--- src/rtl/pipeline_ctrl_pkg.sv ---
// Shared constants for the pipeline sequencing controller: FSM state
// encoding and default geometry.
package pipeline_ctrl_pkg;

    localparam logic [1:0] ST_IDLE   = 2'd0;
    localparam logic [1:0] ST_RUN    = 2'd1;
    localparam logic [1:0] ST_DRAIN  = 2'd2;
    localparam logic [1:0] ST_HALTED = 2'd3;

    localparam int DEF_NB_REG       = 5;
    localparam int DEF_NB_CNT       = 32;
    localparam int DEF_DRAIN_CYCLES = 3;

endpackage

--- src/rtl/load_use_detector.sv ---
// Combinational load-use hazard check between the EX load and the ID
// instruction's source registers; register 0 never creates a hazard.
module load_use_detector #(
    parameter int NB_REG = 5
) (
    input  logic              i_EX_mem_read,
    input  logic [NB_REG-1:0] i_EX_rt,
    input  logic [NB_REG-1:0] i_ID_rs,
    input  logic [NB_REG-1:0] i_ID_rt,
    output logic              stall
);

    assign stall = i_EX_mem_read && (i_EX_rt != '0)
                && ((i_EX_rt == i_ID_rs) || (i_EX_rt == i_ID_rt));

endmodule

--- src/rtl/pipeline_controller.sv ---
// Pipeline sequencing/hazard controller: advance enable, PC/IF-ID write,
// flush and bubble control, single-step mode and HALT drain.
module pipeline_controller
    import pipeline_ctrl_pkg::*;
#(
    parameter int NB_REG       = DEF_NB_REG,
    parameter int NB_CNT       = DEF_NB_CNT,
    parameter int DRAIN_CYCLES = DEF_DRAIN_CYCLES
) (
    input  logic              i_clk,
    input  logic              i_reset_n,
    input  logic              i_start,
    input  logic              i_debug_mode,
    input  logic              i_step,
    input  logic              i_halt_decoded,
    input  logic [NB_REG-1:0] i_ID_rs,
    input  logic [NB_REG-1:0] i_ID_rt,
    input  logic              i_EX_mem_read,
    input  logic [NB_REG-1:0] i_EX_rt,
    input  logic              i_branch_taken,
    input  logic              i_jump,
    output logic              o_pipe_enable,
    output logic              o_PC_write,
    output logic              o_IF_ID_write,
    output logic              o_IF_flush,
    output logic              o_ID_EX_bubble,
    output logic [1:0]        o_state,
    output logic              o_halted,
    output logic [NB_CNT-1:0] o_cycle_count
);

    // Counter holds DRAIN_CYCLES-1 at most; keep it at least one bit wide.
    localparam int NB_DRAIN = (DRAIN_CYCLES > 2) ? $clog2(DRAIN_CYCLES) : 1;

    logic [1:0]          state_reg, state_next;
    logic                mode_reg, mode_next;
    logic                step_q_reg;
    logic [NB_DRAIN-1:0] drain_cnt_reg, drain_cnt_next;
    logic [NB_CNT-1:0]   cycle_cnt_reg;

    logic stall;
    logic active;
    logic en;
    logic pc_write, if_id_write, if_flush, id_ex_bubble;

    load_use_detector #(
        .NB_REG (NB_REG)
    ) u_load_use_detector (
        .i_EX_mem_read (i_EX_mem_read),
        .i_EX_rt       (i_EX_rt),
        .i_ID_rs       (i_ID_rs),
        .i_ID_rt       (i_ID_rt),
        .stall         (stall)
    );

    // In single-step mode only the rising edge of i_step grants a cycle.
    assign active = (state_reg == ST_RUN) || (state_reg == ST_DRAIN);
    assign en     = active && (mode_reg ? (i_step && !step_q_reg) : 1'b1);

    always_comb begin
        state_next     = state_reg;
        mode_next      = mode_reg;
        drain_cnt_next = drain_cnt_reg;
        pc_write       = 1'b0;
        if_id_write    = 1'b0;
        if_flush       = 1'b0;
        id_ex_bubble   = 1'b0;

        case (state_reg)
            ST_IDLE: begin
                if (i_start) begin
                    mode_next  = i_debug_mode;
                    state_next = ST_RUN;
                end
            end
            ST_RUN: begin
                if (en) begin
                    if (stall) begin
                        id_ex_bubble = 1'b1;
                    end else if (i_halt_decoded) begin
                        if_flush       = 1'b1;
                        drain_cnt_next = NB_DRAIN'(DRAIN_CYCLES - 1);
                        state_next     = ST_DRAIN;
                    end else if (i_branch_taken || i_jump) begin
                        pc_write = 1'b1;
                        if_flush = 1'b1;
                    end else begin
                        pc_write    = 1'b1;
                        if_id_write = 1'b1;
                    end
                end
            end
            ST_DRAIN: begin
                if (en) begin
                    if_flush = 1'b1;
                    if (drain_cnt_reg != '0) begin
                        drain_cnt_next = drain_cnt_reg - 1'b1;
                    end else begin
                        state_next = ST_HALTED;
                    end
                end
            end
            default: begin
                // HALTED is sticky until reset.
            end
        endcase
    end

    always_ff @(posedge i_clk or negedge i_reset_n) begin
        if (!i_reset_n) begin
            state_reg     <= ST_IDLE;
            mode_reg      <= 1'b0;
            step_q_reg    <= 1'b0;
            drain_cnt_reg <= '0;
            cycle_cnt_reg <= '0;
        end else begin
            state_reg     <= state_next;
            mode_reg      <= mode_next;
            step_q_reg    <= i_step;
            drain_cnt_reg <= drain_cnt_next;
            if (en) begin
                cycle_cnt_reg <= cycle_cnt_reg + NB_CNT'(1);
            end
        end
    end

    assign o_pipe_enable  = en;
    assign o_PC_write     = pc_write;
    assign o_IF_ID_write  = if_id_write;
    assign o_IF_flush     = if_flush;
    assign o_ID_EX_bubble = id_ex_bubble;
    assign o_state        = state_reg;
    assign o_halted       = (state_reg == ST_HALTED);
    assign o_cycle_count  = cycle_cnt_reg;

endmodule

--- config.mk ---
export PLATFORM = sky130hd
export DESIGN_NAME = pipeline_controller
export DESIGN_NICKNAME = d
export VERILOG_FILES = /design/src/rtl/pipeline_ctrl_pkg.sv /design/src/rtl/load_use_detector.sv /design/src/rtl/pipeline_controller.sv
export SDC_FILE = /design/constraint.sdc
export NUM_CORES = 1
export LEC_CHECK = 0
export CAP_MARGIN = 0
export CORE_MARGIN = 4
export CORE_UTILIZATION = 50
export CTS_CLUSTER_DIAMETER = 100
export DETAILED_ROUTE_END_ITERATION = 16
export HOLD_SLACK_MARGIN = 0.05
export PLACE_DENSITY_LB_ADDON = 0.25
export SYNTH_ARGS = -nofsm -noshare
export SYNTH_HDL_FRONTEND = slang
export SYNTH_SLANG_ARGS = --single-unit
export TNS_END_PERCENT = 20
--- constraint.sdc ---
create_clock -name i_clk -period 2.9 [get_ports i_clk]
set_input_delay 0.58 -clock i_clk [delete_from_list [all_inputs] [get_ports i_clk]]
set_output_delay 0.58 -clock i_clk [all_outputs]
set_load 0.1 [all_outputs]
==> impl_metrics.py <==
metrics = {
    "critical_path": {
        "arrival_ns": 2.21,
        "cp.required_ns": 2.32,
        "cp_cell_sequence": "dlygate4sd2_1, or4_4, o21ai_4, inv_1, and2_4, nor3b_4, buf_12",
        "crit_type": "in -> out",
        "crit_buf_inv": 3,
        "cp-end-kind": "output port",
        "cp.depth": 7,
        "critPathTopFamily": "simple AND/OR/NAND/NOR gates",
        "crit_slowest_cell": "or4_4",
        "worst_setup_path_start_kind": "primary input",
        "cpPeakStageDelay_ns": 0.56,
        "path_max_fanout": 5,
        "rr_worst_depth": 7,
    },
    "power_and_ir_drop": {
        "p_switching_w": 0.000203,
        "combPwrFrac": 0.094,
        "ir_worst_vdd_mv": 0.332,
        "pwr-share-seq": 0.546,
        "p_int_w": 0.000768,
        "p_sw_frac": 0.209,
        "power.share.clock": 0.359,
        "leakage_nw": 1.41,
        "finalPower_w": 0.000971,
        "p_per_area_nw_per_um2": 321,
    },
    "timing": {
        "fin_crit_ns": 2.79,
        "tightestPinTransition_ns": 0.821,
        "fmax_mhz": 358,
        "skew_ns": 0.00741,
        "hold_violations": 0,
        "period_share": 0.962,
        "slew_headroom": 0.453,
        "rsz0062_at_grt": "no",
        "setup_violations": 0,
        "finalMaxSlewViolations": 0,
        "whs_ns": 0.386,
        "tns_ns": 0,
    },
    "die": {
        "die-area_um2": 5240,
        "initial_utilization": 0.518,
        "die_y_um": 72.4,
        "num_io_pins": 64,
        "fp-row-count": 23,
        "die_x_um": 72.4,
        "coreArea_um2": 4000,
    },
    "clock_network": {
        "h-tree-depth": 2,
        "root_buffer": "clkbuf_8",
        "cts_buffers": 5,
        "clockBufferDepth": 2,
        "hold_buffers": 0,
        "clk_latency_ns": 0.28,
        "cts.sinks": 38,
        "clk_pin_slew_worst_paths_ns": 0.07,
        "cts_tree": "built",
    },
    "global_route": {
        "grt_pass1_vias": 1769,
        "antenna_found_initial": 0,
        "grt_max_degree": 39,
        "grt_pass1_wl_um": 8280,
        "overflow": 0,
        "grtUsageTotal": 0.201,
    },
    "placement": {
        "gp_congestion": 0.812,
        "place_hpwl_um": 3620,
        "port-buffer-count": 63,
    },
    "detailed_routing": {
        "wl_per_cell_um": 14.4,
        "routed_wl_um": 4910,
        "drt_iter0_markers": 129,
        "route.vias.total": 1760,
        "drtAntennaViolNets": 0,
        "drtPass1Iterations": 4,
        "drc_errors": 0,
        "viasPerCell": 5.15,
    },
    "synth": {
        "yosysWarnings": 0,
        "syn_inst": 207,
        "ys_types": 35,
        "synth_edf_count": 0,
        "synth_top_area_cell": "dfrtp_1",
        "ys_top_cells_by_area": "dfrtp_1 (46%), xnor2_1 (11%), xor2_1 (6.8%)",
        "synth_top_area_frac": 0.459,
        "async_flop_share": 1.00,
        "ys_ff_latch": 38,
        "syn-mean-instance-area_um2": 10.0,
        "synth_nets": 238,
        "ys.flop_type": "dfrtp_1",
        "yosysSeqAreaShare": 0.459,
        "synth_area_um2": 2070,
    },
    "hold_path": {
        "hp-class": "in -> async",
    },
    "final_layout": {
        "synthToLayoutAreaGrowth_pct": 45.8,
        "antenna_cells": 0,
        "layout.nets": 324,
        "final_core_util": 0.756,
        "largest_register_ff_count": 32,
        "drive_gt1_frac": 0.291,
        "fill_cells": 293,
    },
    "run_status": {
        "status": "complete, no violations",
    },
    "run": {
        "drv_cap": 0,
    },
}
## layer usage
| layer | vias up | global-route usage | wire [um] |
|---|---|---|---|
| met5 | - | 0 | 0 |
| met4 | 0 | 0.0410 | 31 |
| met3 | 4 | 0.0526 | 264 |
| met2 | 44 | 0.346 | 2470 |
| met1 | 842 | 0.255 | 2150 |
| li1 | 870 | - | - |
## logic make-up (layout without fill, tap and decap cells)
group	count (synthesis)	after routing	share of synthesized area
compound gates	17	17	0.0676
xor+xnor	41	41	0.173
fa+ha+maj	7	7	0.0422
buf+inv	17	102	0.0314
flops	38	38	0.459
mux	4	4	0.0205
simple gates	83	83	0.206
## repair_timing
action	4_1_cts	5_1_grt
pin swaps	3	3
setup buffers	10	0
gates resized for setup	5	4
setup endpoints to repair	4	4
## layout make-up
cell class / instances / area (um^2) / area share
Multi-Input combinational cell: 152 / 1130 / 0.374
Sequential cell: 38 / 958 / 0.317
Timing Repair Buffer: 81 / 724 / 0.240
Clock buffer: 6 / 82.6 / 0.0273
Inverter: 15 / 63.8 / 0.0211
Tap cell: 50 / 62.6 / 0.0207
## metrics by stage
stage | setup slack (ns) | instances | area [um^2]
CTS | 0.00306 | 342 | 3000
global placement | -0.0563 | 326 | 2840
floorplan | -0.0203 | 207 | 2160
finish | 0.109 | 342 | 3020
detailed placement | -0.115 | 326 | 2840
global route | 0.0444 | 342 | 3020
## power by group through the flow
stage | Sequential (W) | Combinational, W | Clock [W]
floorplan | 0.000541 | 0.0000213 | 0
global placement | 0.000541 | 0.0000763 | 0
detailed placement | 0.000541 | 0.0000776 | 0
CTS | 0.000531 | 0.0000882 | 0.000357
global route | 0.000530 | 0.0000991 | 0.000379
finish | 0.000531 | 0.0000917 | 0.000349
## synthesized netlist by cell type, types with 2 or more instances
master    number
and3_1         3
o21ai_0        5
and2_1         3
a211oi_1       2
dfrtp_1       38
xnor2_1       25
nand2b_1       3
nand2_1       18
nor2_1        16
nand4_1        8
mux2_2         2
nor2b_1        2
ha_1           7
inv_1         15
mux2i_1        2
and4_1         3
nor3_1         7
xor2_1        16
o22ai_1        2
nand3_1       15
## placed cells by master, fill, tap and decap left out, types with 2 or more instances in the layout
cell,n
ha_1,6
xor2_1,16
clkbuf_8,6
buf_4,53
mux2_2,2
inv_4,3
and4_1,3
nand3_1,15
dlygate4sd2_1,3
mux2i_1,2
nand4_1,8
clkdlybuf4s50_1,17
a211oi_1,2
nand2b_1,3
dfrtp_1,36
o21ai_0,3
inv_1,12
dfrtp_4,2
and2_1,2
nand2_1,18
xnor2_1,25
dlymetal6s2s_1,2
o21ai_4,2
nor2_1,15
nor2b_1,2
and3_1,3
nor3_1,7
buf_12,5
## final timing paths
kind                                          startpoint                            end  slack [ns]
max in group asynchronous                      i_reset_n         o_state[1]$_DFFE_PN0P_        1.90
hold reg to reg            o_cycle_count[31]$_DFFE_PN0N_  o_cycle_count[31]$_DFFE_PN0N_        0.47
min in group i_clk         o_cycle_count[31]$_DFFE_PN0N_  o_cycle_count[31]$_DFFE_PN0N_        0.47
setup / recovery                              i_EX_rt[4]                     o_PC_write        0.11
hold / removal                                 i_reset_n  o_cycle_count[30]$_DFFE_PN0N_        0.39
setup reg to reg                  o_state[0]$_DFFE_PN0P_  o_cycle_count[25]$_DFFE_PN0N_        0.88
Power figures use the tool's default switching activity.
